$ cat config.mk
export PLATFORM = sky130hd
export DESIGN_NAME = fetch_unit
export DESIGN_NICKNAME = d
export VERILOG_FILES = /design/src/rtl/fetch_unit_pkg.sv /design/src/rtl/fetch_unit.sv
export SDC_FILE = /design/constraint.sdc
export NUM_CORES = 1
export LEC_CHECK = 0
export ABC_AREA = 1
export BUFFER_PORTS_ARGS = -buffer_cell sky130_fd_sc_hd__buf_2
export CAP_MARGIN = 20
export CORE_MARGIN = 3
export CORE_UTILIZATION = 50
export CTS_BUF_LIST = sky130_fd_sc_hd__clkbuf_16
export DETAILED_ROUTE_END_ITERATION = 8
export PLACE_DENSITY_LB_ADDON = 0.25
export SLEW_MARGIN = 20
export SYNTH_ARGS = -nofsm -noshare
export SYNTH_HDL_FRONTEND = slang
export SYNTH_SLANG_ARGS = --single-unit
$ cat constraint.sdc
create_clock -name clock -period 1.7 [get_ports clock]
set_clock_uncertainty 0.15 [all_clocks]
set_input_delay 0.17 -clock clock [delete_from_list [all_inputs] [get_ports clock]]
set_output_delay 0.17 -clock clock [all_outputs]
set_load 0.02 [all_outputs]
$ cat src/rtl/fetch_unit_pkg.sv
// Shared CPU definitions: ISA opcodes and the fetch FSM state encoding.
package fetch_unit_pkg;

    localparam int unsigned OPC_W = 5;

    typedef enum logic [OPC_W-1:0] {
        OP_NOP   = 5'b00000,
        OP_HALT  = 5'b00001,
        OP_LOAD  = 5'b00010,
        OP_STORE = 5'b00011,
        OP_ADD   = 5'b00100,
        OP_SUB   = 5'b00101,
        OP_AND   = 5'b00110,
        OP_OR    = 5'b00111,
        OP_XOR   = 5'b01000,
        OP_JMP   = 5'b01001,
        OP_BEQ   = 5'b01010,
        OP_BNE   = 5'b01011
    } opcode_e;

    typedef enum logic [1:0] {
        ST_IDLE   = 2'b00,
        ST_RUN    = 2'b01,
        ST_HALTED = 2'b10
    } fetch_state_e;

endpackage

$ cat src/rtl/fetch_unit.sv
// Instruction fetch stage: pc sequencing with stall/redirect/halt handling and
// a single registered instruction slot presented to decode.
module fetch_unit
    import fetch_unit_pkg::*;
#(
    parameter int ADDR_W  = 8,
    parameter int INSTR_W = 16
) (
    input  logic               clock,
    input  logic               reset,
    input  logic               enable,
    input  logic               start,
    input  logic [INSTR_W-1:0] i_datain,
    output logic [ADDR_W-1:0]  i_addr,
    input  logic               stall,
    input  logic               redirect,
    input  logic [ADDR_W-1:0]  redirect_pc,
    output logic [INSTR_W-1:0] id_ir,
    output logic               running,
    output logic [15:0]        fetch_count
);

    fetch_state_e       r_state, w_state;
    logic [ADDR_W-1:0]  r_pc, w_pc;
    logic [INSTR_W-1:0] r_ir, w_ir;
    logic [15:0]        r_count, w_count;
    logic               w_is_halt;

    assign w_is_halt = (i_datain[INSTR_W-1 -: OPC_W] == OP_HALT);

    always_ff @(posedge clock or posedge reset) begin
        if (reset) begin
            r_state <= ST_IDLE;
            r_pc    <= '0;
            r_ir    <= '0;
            r_count <= '0;
        end else begin
            r_state <= w_state;
            r_pc    <= w_pc;
            r_ir    <= w_ir;
            r_count <= w_count;
        end
    end

    always_comb begin
        w_state = r_state;
        w_pc    = r_pc;
        w_ir    = r_ir;
        w_count = r_count;
        if (enable) begin
            case (r_state)
                ST_IDLE, ST_HALTED: begin
                    w_ir = '0;
                    if (start) begin
                        w_state = ST_RUN;
                        w_pc    = '0;
                        w_count = '0;
                    end
                end
                ST_RUN: begin
                    // Redirect wins over stall; a HALT word is latched but pc stays on it.
                    if (redirect) begin
                        w_pc = redirect_pc;
                        w_ir = '0;
                    end else if (!stall) begin
                        w_ir    = i_datain;
                        w_count = (r_count == 16'hFFFF) ? r_count : r_count + 16'd1;
                        if (w_is_halt) begin
                            w_state = ST_HALTED;
                        end else begin
                            w_pc = r_pc + ADDR_W'(1);
                        end
                    end
                end
                default: begin
                    w_state = ST_IDLE;
                    w_ir    = '0;
                end
            endcase
        end
    end

    assign i_addr      = r_pc;
    assign id_ir       = r_ir;
    assign running     = (r_state == ST_RUN);
    assign fetch_count = r_count;

endmodule

# Word-level counts from Yosys, hierarchy flattened
# Cells that the tools add are included.
totals:
  latchBits: 0
  output_inout_bits: 41
  ff_bits: 42
  mem_bits_rw: 0
  word_cells: 42
  rom_bits: 0
  memories: 0
classes:
  div_mod_pow: 0
  eq_ne: 11
  shift: 0
  n_mul: 0
  order_cmp: 0
  n_bitwise: 0
  n_reduce_logical: 7
  muxes: 18
  n_addsub: 2
op_table:
  columns: ["cell", "count"]
  rows:
  - ["16-bit 2-to-1 mux", 7]
  - ["8-bit 2-to-1 mux", 4]
  - ["16-bit one-hot mux with 2 select lines", 1]
  - ["16-bit by 1-bit adder with 16-bit output (second input constant)", 1]
  - ["16-bit equality test (second input constant)", 1]
  - ["8-bit one-hot mux with 2 select lines", 1]
  - ["5-bit AND reduction", 2]
  - ["8-bit by 1-bit adder with 8-bit output (second input constant)", 1]
  - ["2-bit 2-to-1 mux", 4]
  - ["2-bit inequality test (second input constant)", 4]
  - ["3-bit inequality test (second input constant)", 2]
  - ["6-bit AND reduction", 1]
  - ["5-bit by 1-bit equality test with 1-bit output (second input constant)", 1]
  - ["2-bit one-hot mux with 2 select lines", 1]
  - ["2-bit by 1-bit equality test with 1-bit output (second input constant)", 1]
  - ["2-bit equality test (second input constant)", 1]
  - ["2-bit logical NOT", 1]
  - ["2-bit by 1-bit inequality test with 1-bit output (second input constant)", 1]
  - ["2-bit AND reduction", 1]
  - ["2-bit nonzero test", 1]
  - ["2-bit OR reduction", 1]

# Logic depth before layout (Yosys ltp)
# Gate-level depths: netlist (run 1).
depth:
  word_depth: 5
  ltp_mapped: 10
  mapped_depth_nobuf: 9

# Worst setup path after synthesis (run 1)
# OpenSTA, ideal clock, no wires.
synth_path:
  path_kind: "register -> register"
  start: "register r_count[0], in the netlist fetch_count[0]"
  end: "register r_count[7], in the netlist fetch_count[7]"
  arrival_ps: 1508
  slack_ps: -75
  setup_ps: 117
  path_stages_with_launch: 10
  t_required_ps: 1433
  cell_sequence: "dfrtp_1 ha_1 nand2_1 nor2_2 nand4_1 nand2_4 buf_12 inv_6 nand2_1 nand2_1"
synth_via:
  elab_chain_cells: 5
  elab_cells_between_ends: 8
  classes_between: "1 x add/sub; 2 x eq/ne; 4 x mux; 1 x reduce/logical"
synth_rtl:
  columns: ["element", "line_no", "rtl"]
  rows:
  - ["start: declaration", "fetch_unit.sv:26", "logic [15:0] r_count, w_count;"]
  - ["start signal: assignment", "fetch_unit.sv:41", "r_count <= w_count;"]
  - ["16-bit by 1-bit adder with 16-bit output", "fetch_unit.sv:67", "w_count = (r_count == 16'hFFFF) ? r_count : r_count + 16'd1;"]
  - ["16-bit 2-to-1 mux", "fetch_unit.sv:67", null]
  - ["16-bit 2-to-1 mux", "fetch_unit.sv:65", "end else if (!stall) begin"]
  - ["16-bit 2-to-1 mux", "fetch_unit.sv:62", "if (redirect) begin"]
  - ["16-bit one-hot mux with 2 select lines", "fetch_unit.sv:51", "case (r_state)"]
# Parallel ways exist; a longest one is shown, timed or not. The select of a mux whose other input is x is not followed.
# A chain may end at the register's enable or synchronous reset.

# Final worst setup path (run 1)
layout_path:
  start: "register r_state[0]"
  end: "output port running"
layout_via:
  elab_chain_cells: 1
layout_rtl:
  columns: ["element", "line_no", "rtl"]
  rows:
  - ["start: declaration", "fetch_unit.sv:23", "fetch_state_e r_state, w_state;"]
  - ["start signal: assignment", "fetch_unit.sv:38", "r_state <= w_state;"]
  - ["2-bit by 1-bit equality test with 1-bit output", "fetch_unit.sv:85", "assign running = (r_state == ST_RUN);"]
  - ["end: declaration", "fetch_unit.sv:19", "output logic running,"]
# No other way between the ends.

==> impl_summary.log, run 1 <==
[metrics] sink count of the clock tree: 42
[metrics] Critical Path Sink Type: output pin
[metrics] most used cells in the layout excluding fill and tap cells: 94 x sky130_fd_sc_hd__nand2_1, 70 x sky130_fd_sc_hd__buf_2, 38 x sky130_fd_sc_hd__dfrtp_1
[metrics] fmax: 609.2 MHz
[metrics] max-slew violation total from the final report: 0
[metrics] Worst-Skew Late Latency: 0.29 ns
[metrics] Via Count: 2566
[metrics] most common cell after layout, fill and taps aside: sky130_fd_sc_hd__nand2_1
[metrics] placeable core region: 0.004786 mm^2
[metrics] DRT antenna net count: 0
[metrics] number of instances in the synthesized netlist: 323
[metrics] category of the worst setup path launch point: flop
[metrics] sum of net half-perimeters after detailed placement: 4474 um
[metrics] #FFs+latches synth: 42
[metrics] max-capacitance violation count: 0
[metrics] gp weighted congestion: 0.8390
[metrics] time the final worst path needs with I/O delays and setup: 1.641 ns
[metrics] setup slack on the worst flop-to-flop path: 0.09 ns
[metrics] top cells by area, synth: sky130_fd_sc_hd__dfrtp_1 42%, sky130_fd_sc_hd__nand2_1 14%, sky130_fd_sc_hd__nand3_1 7.4%, sky130_fd_sc_hd__o21ai_2 4.6%, sky130_fd_sc_hd__nor2_1 4.5%
[metrics] worst slew slack as a fraction of its limit: 64.66%
[metrics] Pleak: 1.808 nW
[metrics] critical path start-end classification: reg -> out
[metrics] nets: 465
[metrics] total CTS buffers: 5
[metrics] number of rows in the core area: 25
[metrics] DIE HEIGHT: between 70 and 80 um
[metrics] overall fraction of global-route tracks in use: 23.87%
[metrics] RSZ-0062 raised after global routing: true
[metrics] share of the yosys chip area belonging to registers: between 40% and 50%
[metrics] library cell occupying the most area in the post-synthesis netlist: sky130_fd_sc_hd__dfrtp_1
[metrics] CTS H-tree depth: 2
[metrics] number of cells traversed by the worst register-to-register path: 9
[metrics] Min-Delay Path Class: in -> reg
[metrics] area of the multi-input gates: 0.001300 mm^2
[metrics] Data arrival, critical path: 1.32 ns
[metrics] status: completed
[metrics] fin area: 0.003472 mm^2
[metrics] average instance area after synthesis: 7.747 um^2
[metrics] VDD IR max: approximately 0.00074 V
[metrics] worst slew pin tran: around 0.53 ns
[metrics] required time at the worst-slack endpoint: 1.38 ns
[metrics] count of input and output buffers: 70
[metrics] share of the cycle needed by the critical path after routing: 96.55%
[metrics] relative area change from synthesis to final layout: 38.75%
[metrics] DR iter-0 viols: 201
[metrics] number of iterations in the first detailed-routing pass: 4
[metrics] residual overflow from global routing: 0
[metrics] total wirelength of the detailed-routed design: 6909 um
[metrics] top cell type's share of synthesized area: 42.00%
[metrics] pre-CTS setup slack: 0.05572 ns
[metrics] initial standard-cell utilization of the core: between 50% and 60%
[metrics] Fill cells: 378
[metrics] number of hold violations in the final report: 0
[metrics] Total Die Area: 0.005890 mm^2
[metrics] worst setup path startpoint: r_state[0]$_DFFE_PP0P_
[metrics] die width: 76.75 um
[metrics] layout cell share with drive strength beyond 1: 34.10%
[metrics] Bufs on Longest Clock Path: 2
[metrics] total of endpoints with negative setup slack in the final report: 0
[metrics] number of distinct standard cells referenced by the synthesized netlist: 32
[metrics] antenna violations before repair: 0
[metrics] startpoint of the worst register-to-register path: r_state[0]$_DFFE_PP0P_
[metrics] min setup slack post-route: 0.05863 ns
[metrics] PD cells: about 1200 mW/mm^2
[metrics] reg-to-reg endpoint: fetch_count[11]$_DFFE_PP0P_
[metrics] CP endpoint: running
[metrics] storage element area: ~0.0011 mm^2
[metrics] peak fanout along the critical path: 15
[metrics] routed vias/inst: 5.122
[metrics] Mapped Nets: 355
[metrics] remaining design rule violation count: 0
[metrics] TritonCTS clock tree: yes
[metrics] ant diodes: 0
[metrics] Post-Syn Area: 0.002502 mm^2
[metrics] number of global-route vias before repair: between 2000 and 2500
[metrics] largest net degree at the start of global routing: 43
[metrics] wire length of the first global-routing pass: approximately 12000 um
[metrics] number of warnings reported in the yosys synthesis log: 0
[metrics] library cell used as clock root buffer: sky130_fd_sc_hd__clkbuf_16
[metrics] boundary pin count: 71
[metrics] placed cell areas: 0.003043 mm^2
[metrics] detail-routed net length per standard cell: between 10 and 15 um
[metrics] clock slew at reported path FFs: around 0.06 ns
==> critical path, cell delays in order, from the launching register on <==
cell	delay, ns
sky130_fd_sc_hd__dfrtp_2	0.41
sky130_fd_sc_hd__inv_2	0.07
sky130_fd_sc_hd__nor2_8	0.19
sky130_fd_sc_hd__buf_8	0.18
sky130_fd_sc_hd__buf_2	0.18
==> through the flow <==
stage / cells / hold slack [ns] / power [mW] / utilization, % / setup TNS (ns)
after floorplan: 323 / 0.1577 / 2.481 / - / 0
after global placement: 473 / 0.1824 / 2.906 / 63.58 / 0
after detailed placement: 473 / 0.1844 / 2.932 / 63.58 / 0
after CTS: 498 / 0.01918 / 4.079 / 70.75 / 0
after global routing: 501 / 0.05452 / 4.412 / 72.55 / -0.03586
final: 501 / 0.02347 / 4.163 / 72.55 / 0
==> power by group <==
| part | switching [mW] | internal [mW] | total, mW |
|---|---|---|---|
| Clock | 0.399 | 0.695 | 1.09 |
| Combinational | 1.06 | 0.621 | 1.68 |
| Sequential | 0.196 | 1.20 | 1.39 |
==> worst min-delay path by stage <==
stage / depth (start not counted) / slack, ns / endpoint / start
finish: 5 / 0.02 / i_addr[6]$_DFFE_PP0P_ / redirect_pc[6]
global route: 5 / 0.05 / i_addr[6]$_DFFE_PP0P_ / redirect_pc[6]
CTS: 5 / 0.02 / i_addr[6]$_DFFE_PP0P_ / redirect_pc[6]
detailed placement: 3 / 0.18 / id_ir[7]$_DFFE_PP0P_ / reset
global placement: 3 / 0.18 / id_ir[2]$_DFFE_PP0P_ / reset
floorplan: 2 / 0.16 / id_ir[0]$_DFFE_PP0P_ / i_datain[0]
==> Yosys cell counts (all sizes together) <==
cell	n
a21oi	4
nor2	37
nor3b	1
buf	8
o21bai	5
a22oi	1
nor3	1
o21ai	42
or2	1
nand3	38
dfrtp	42
xor2	4
clkbuf	1
ha	2
inv	26
o211ai	1
nand2	102
nand4	7
==> cell families (layout without fill, tap and decap cells) <==
logic type | after synthesis | in the layout | synth area share [%]
and+or+nand+nor | 187 | 187 | 34.70
AOI/OAI and AO/OA | 53 | 53 | 13.25
DFF | 42 | 42 | 42.00
buffers and inverters | 35 | 146 | 7.650
xor gates and xnor gates | 4 | 4 | 1.400
adders and majority gates | 2 | 2 | 0.9998
==> flip-flops by register name, indices dropped and copies added (netlist names) <==
| register | count |
|---|---|
| fetch_count | 16 |
| i_addr | 8 |
| id_ir | 16 |
| r_state | 2 |
==> timing repair <==
| action | 4_1_cts | 5_1_grt |
|---|---|---|
| hold buffers | 17 | 0 |
| endpoints found under the hold margin | 58 | 0 |
| gates resized for setup | 1 | 13 |
| setup endpoints to repair | 1 | 22 |
| pin swaps | 0 | 4 |
| cloned | 0 | 1 |
| buffers inserted | 0 | 2 |
==> metal layers <==
metal,global-route usage (%),wire length [um],up-vias
met5,0,0,-
met4,7.609,52,0
met3,4.695,420,6
met2,40.33,3413,86
met1,30.67,3024,1196
li1,-,-,1278
==> cell type report <==
type / instances / share of cell area (%)
well taps: 67 / 2.414
clock buffers: 5 / 3.604
flip-flops and latches: 42 / 30.41
clock inverters: 3 / 1.261
repair buffers: 112 / 21.84
inverters: 26 / 3.027
multi-input cells: 246 / 37.44
Power figures use the tool's default switching activity.
==> run 2: changes to the inputs <==
--- a/config.mk
+++ b/config.mk
@@ -7,7 +7,6 @@
 export LEC_CHECK = 0
 export ABC_AREA = 1
 export BUFFER_PORTS_ARGS = -buffer_cell sky130_fd_sc_hd__buf_2
-export CAP_MARGIN = 20
 export CORE_MARGIN = 3
 export CORE_UTILIZATION = 50
 export CTS_BUF_LIST = sky130_fd_sc_hd__clkbuf_16
==> constraint.sdc (replaced) <==
create_clock -name clock -period 2.13 [get_ports clock]
set_clock_uncertainty 0.15 [all_clocks]
set_input_delay 0.213 -clock clock [delete_from_list [all_inputs] [get_ports clock]]
set_output_delay 0.213 -clock clock [all_outputs]
set_load 0.02 [all_outputs]
==> run 2 against run 1 <==
Net effect:
- global-route usage fell by 3.5 points
- register-to-register slack improved by 0.15 ns
- clock-buffer cell count did not move
- flip-flop and latch count did not move
- critical path depth rose by 4
- sequential power fell by 20%
- sequential share of layout area rose by 4.4 points
- power fell by 29%
- critical path type is now reg -> reg
- critical endpoint is now fetch_count[7]$_DFFE_PP0P_
- largest power group unchanged
==> impl_summary.log, run 2 (synthesis gave the netlist of run 1 again) <==
[metrics] number of global-route vias before repair: 2222
[metrics] sink count of the clock tree: 42
[metrics] library cell used as clock root buffer: sky130_fd_sc_hd__clkbuf_16
[metrics] nets: 427
[metrics] total CTS buffers: 5
[metrics] DRT antenna net count: 0
[metrics] VDD IR max: 0.0005588 V
[metrics] boundary pin count: 71
[metrics] Bufs on Longest Clock Path: 2
[metrics] pre-CTS setup slack: 0.2737 ns
[metrics] Final TNS setup: 0 ns
[metrics] antenna violations before repair: 0
[metrics] relative area change from synthesis to final layout: 20.70%
[metrics] TritonCTS clock tree: yes
[metrics] wire length of the first global-routing pass: between 9000 and 10000 um
[metrics] Total Die Area: approximately 0.0059 mm^2
[metrics] routed vias/inst: 5.060
[metrics] number of iterations in the first detailed-routing pass: 5
[metrics] required time at the worst-slack endpoint: roughly 2.2 ns
[metrics] count of input and output buffers: 70
[metrics] slowest cell on the critical path: sky130_fd_sc_hd__dfrtp_1
[metrics] Pleak: 1.599 nW
[metrics] sum of net half-perimeters after detailed placement: between 4000 and 5000 um
[metrics] Via Count: roughly 2300
[metrics] min setup slack post-route: 0.2382 ns
[metrics] Critical Path Sink Type: flop
[metrics] RSZ-0062 raised after global routing: false
[metrics] ant diodes: 0
[metrics] max-capacitance violation count: 0
[metrics] number of hold violations in the final report: 0
[metrics] status: completed
[metrics] smallest hold slack: 0.008286 ns
[metrics] cell repeated most along the worst path: sky130_fd_sc_hd__nand2_1
[metrics] Data arrival, critical path: 1.91 ns
[metrics] time the final worst path needs with I/O delays and setup: about 1.9 ns
[metrics] detail-routed net length per standard cell: 12.17 um
[metrics] maximum cell stage delay along the critical path: roughly 0.43 ns
[metrics] layout cell share with drive strength beyond 1: approximately 29%
[metrics] remaining design rule violation count: 0
[metrics] DIE HEIGHT: about 77 um
[metrics] category of the worst setup path launch point: flop
[metrics] clock slew at reported path FFs: ~0.06 ns
[metrics] die width: 76.75 um
[metrics] most common cell after layout, fill and taps aside: sky130_fd_sc_hd__nand2_1
[metrics] placed cell areas: 0.002873 mm^2
[metrics] worst slew pin tran: 0.6105 ns
[metrics] peak fanout along the critical path: 30
[metrics] placeable core region: between 0.004 and 0.005 mm^2
[metrics] CTS-repair resized insts: 0
[metrics] fin area: roughly 0.0030 mm^2
[metrics] initial standard-cell utilization of the core: ~52%
[metrics] number of rows in the core area: 25
[metrics] Worst-Skew Late Latency: 0.28 ns
[metrics] DR iter-0 viols: 104
[metrics] worst slew slack as a fraction of its limit: 59.25%
[metrics] total of endpoints with negative setup slack in the final report: 0
[metrics] largest net degree at the start of global routing: 43
[metrics] fmax: 528.6 MHz
[metrics] Min-Delay Path Class: in -> reg
[metrics] CTS H-tree depth: 2
[metrics] share of the cycle needed by the critical path after routing: 88.82%
[metrics] critical path start-end classification: reg -> reg
[metrics] critical path, cell by cell: ha_1, nand2_1, nor2_2, nand4_1, nand2_4, inv_6, nand2_1, nand2_1
[metrics] max-slew violation total from the final report: 0
[metrics] PD cells: 975.7 mW/mm^2
[metrics] overall fraction of global-route tracks in use: 20.39%
[metrics] most used cells in the layout excluding fill and tap cells: 96 x sky130_fd_sc_hd__nand2_1, 70 x sky130_fd_sc_hd__buf_2, 42 x sky130_fd_sc_hd__dfrtp_1
[metrics] total wirelength of the detailed-routed design: about 5600 um
[metrics] gp weighted congestion: approximately 0.84
[metrics] residual overflow from global routing: 0
## run 2: cell types whose count changed in the layout (fill, tap and decap cells not counted), sizes merged
cell / delta
buf: -21
clkbuf: -1
clkinv: +1
dlygate4sd3: -16
bufinv: -1
## run 2: per-stage QoR
stage | util, % | instances | power, mW
floorplan | - | 323 | 1.977
global placement | 60.03 | 454 | 2.223
detailed placement | 60.03 | 454 | 2.248
CTS | 63.11 | 463 | 2.979
global route | 63.11 | 463 | 3.152
finish | 63.11 | 463 | 2.947
## run 2: report_power, final
| part | total, mW | internal [mW] | switching (mW) |
|---|---|---|---|
| logic | 1.12 | 0.349 | 0.770 |
| clock network | 0.722 | 0.424 | 0.298 |
| registers | 1.11 | 0.952 | 0.154 |
## run 2: worst paths after layout
kind | cells past startpoint | slack [ns] | to | startpoint
setup reg to reg | 8 | 0.24 | fetch_count[7]$_DFFE_PP0P_ | fetch_count[0]$_DFFE_PP0P_
hold / removal | 3 | 0.008 | id_ir[10]$_DFFE_PP0P_ | i_datain[10]
max in group asynchronous | 4 | 0.99 | i_addr[0]$_DFFE_PP0P_ | reset
setup / recovery | 8 | 0.24 | fetch_count[7]$_DFFE_PP0P_ | fetch_count[0]$_DFFE_PP0P_
hold reg to reg | 2 | 0.33 | id_ir[7]$_DFFE_PP0P_ | id_ir[7]$_DFFE_PP0P_
min in group asynchronous | 4 | 0.48 | fetch_count[8]$_DFFE_PP0P_ | reset
## run 2: metal layers
layer	vias to the layer above	wire length [um]	GRT usage [%]
met2	63	2569	32.84
met4	0	62	7.065
met3	6	338	4.460
met5	-	0	0
li1	1201	-	-
met1	1073	2665	27.09
## run 2: area by class of cell
type	count	area, um^2
sequential	42	1051
clock inverter	3	12.51
clock buffer	5	125.1
timing repair buffer	74	382.9
tap	67	83.83
fill	435	1765
inverter	26	105.1
multi-input combinational	246	1260
## run 2: critical path, delay by kind of cell (launching register included)
| kind | cells | cell delay, ns |
|---|---|---|
| DFF | 1 | 0.43 |
| adders and majority gates | 1 | 0.19 |
| buffers and inverters | 1 | 0.06 |
| and+or+nand+nor | 6 | 0.95 |
## run 2: repair_timing
| action | CTS | global route |
|---|---|---|
| hold endpoints to repair | 42 | 0 |
| buffers inserted | 0 | 0 |
| hold buffers | 1 | 0 |
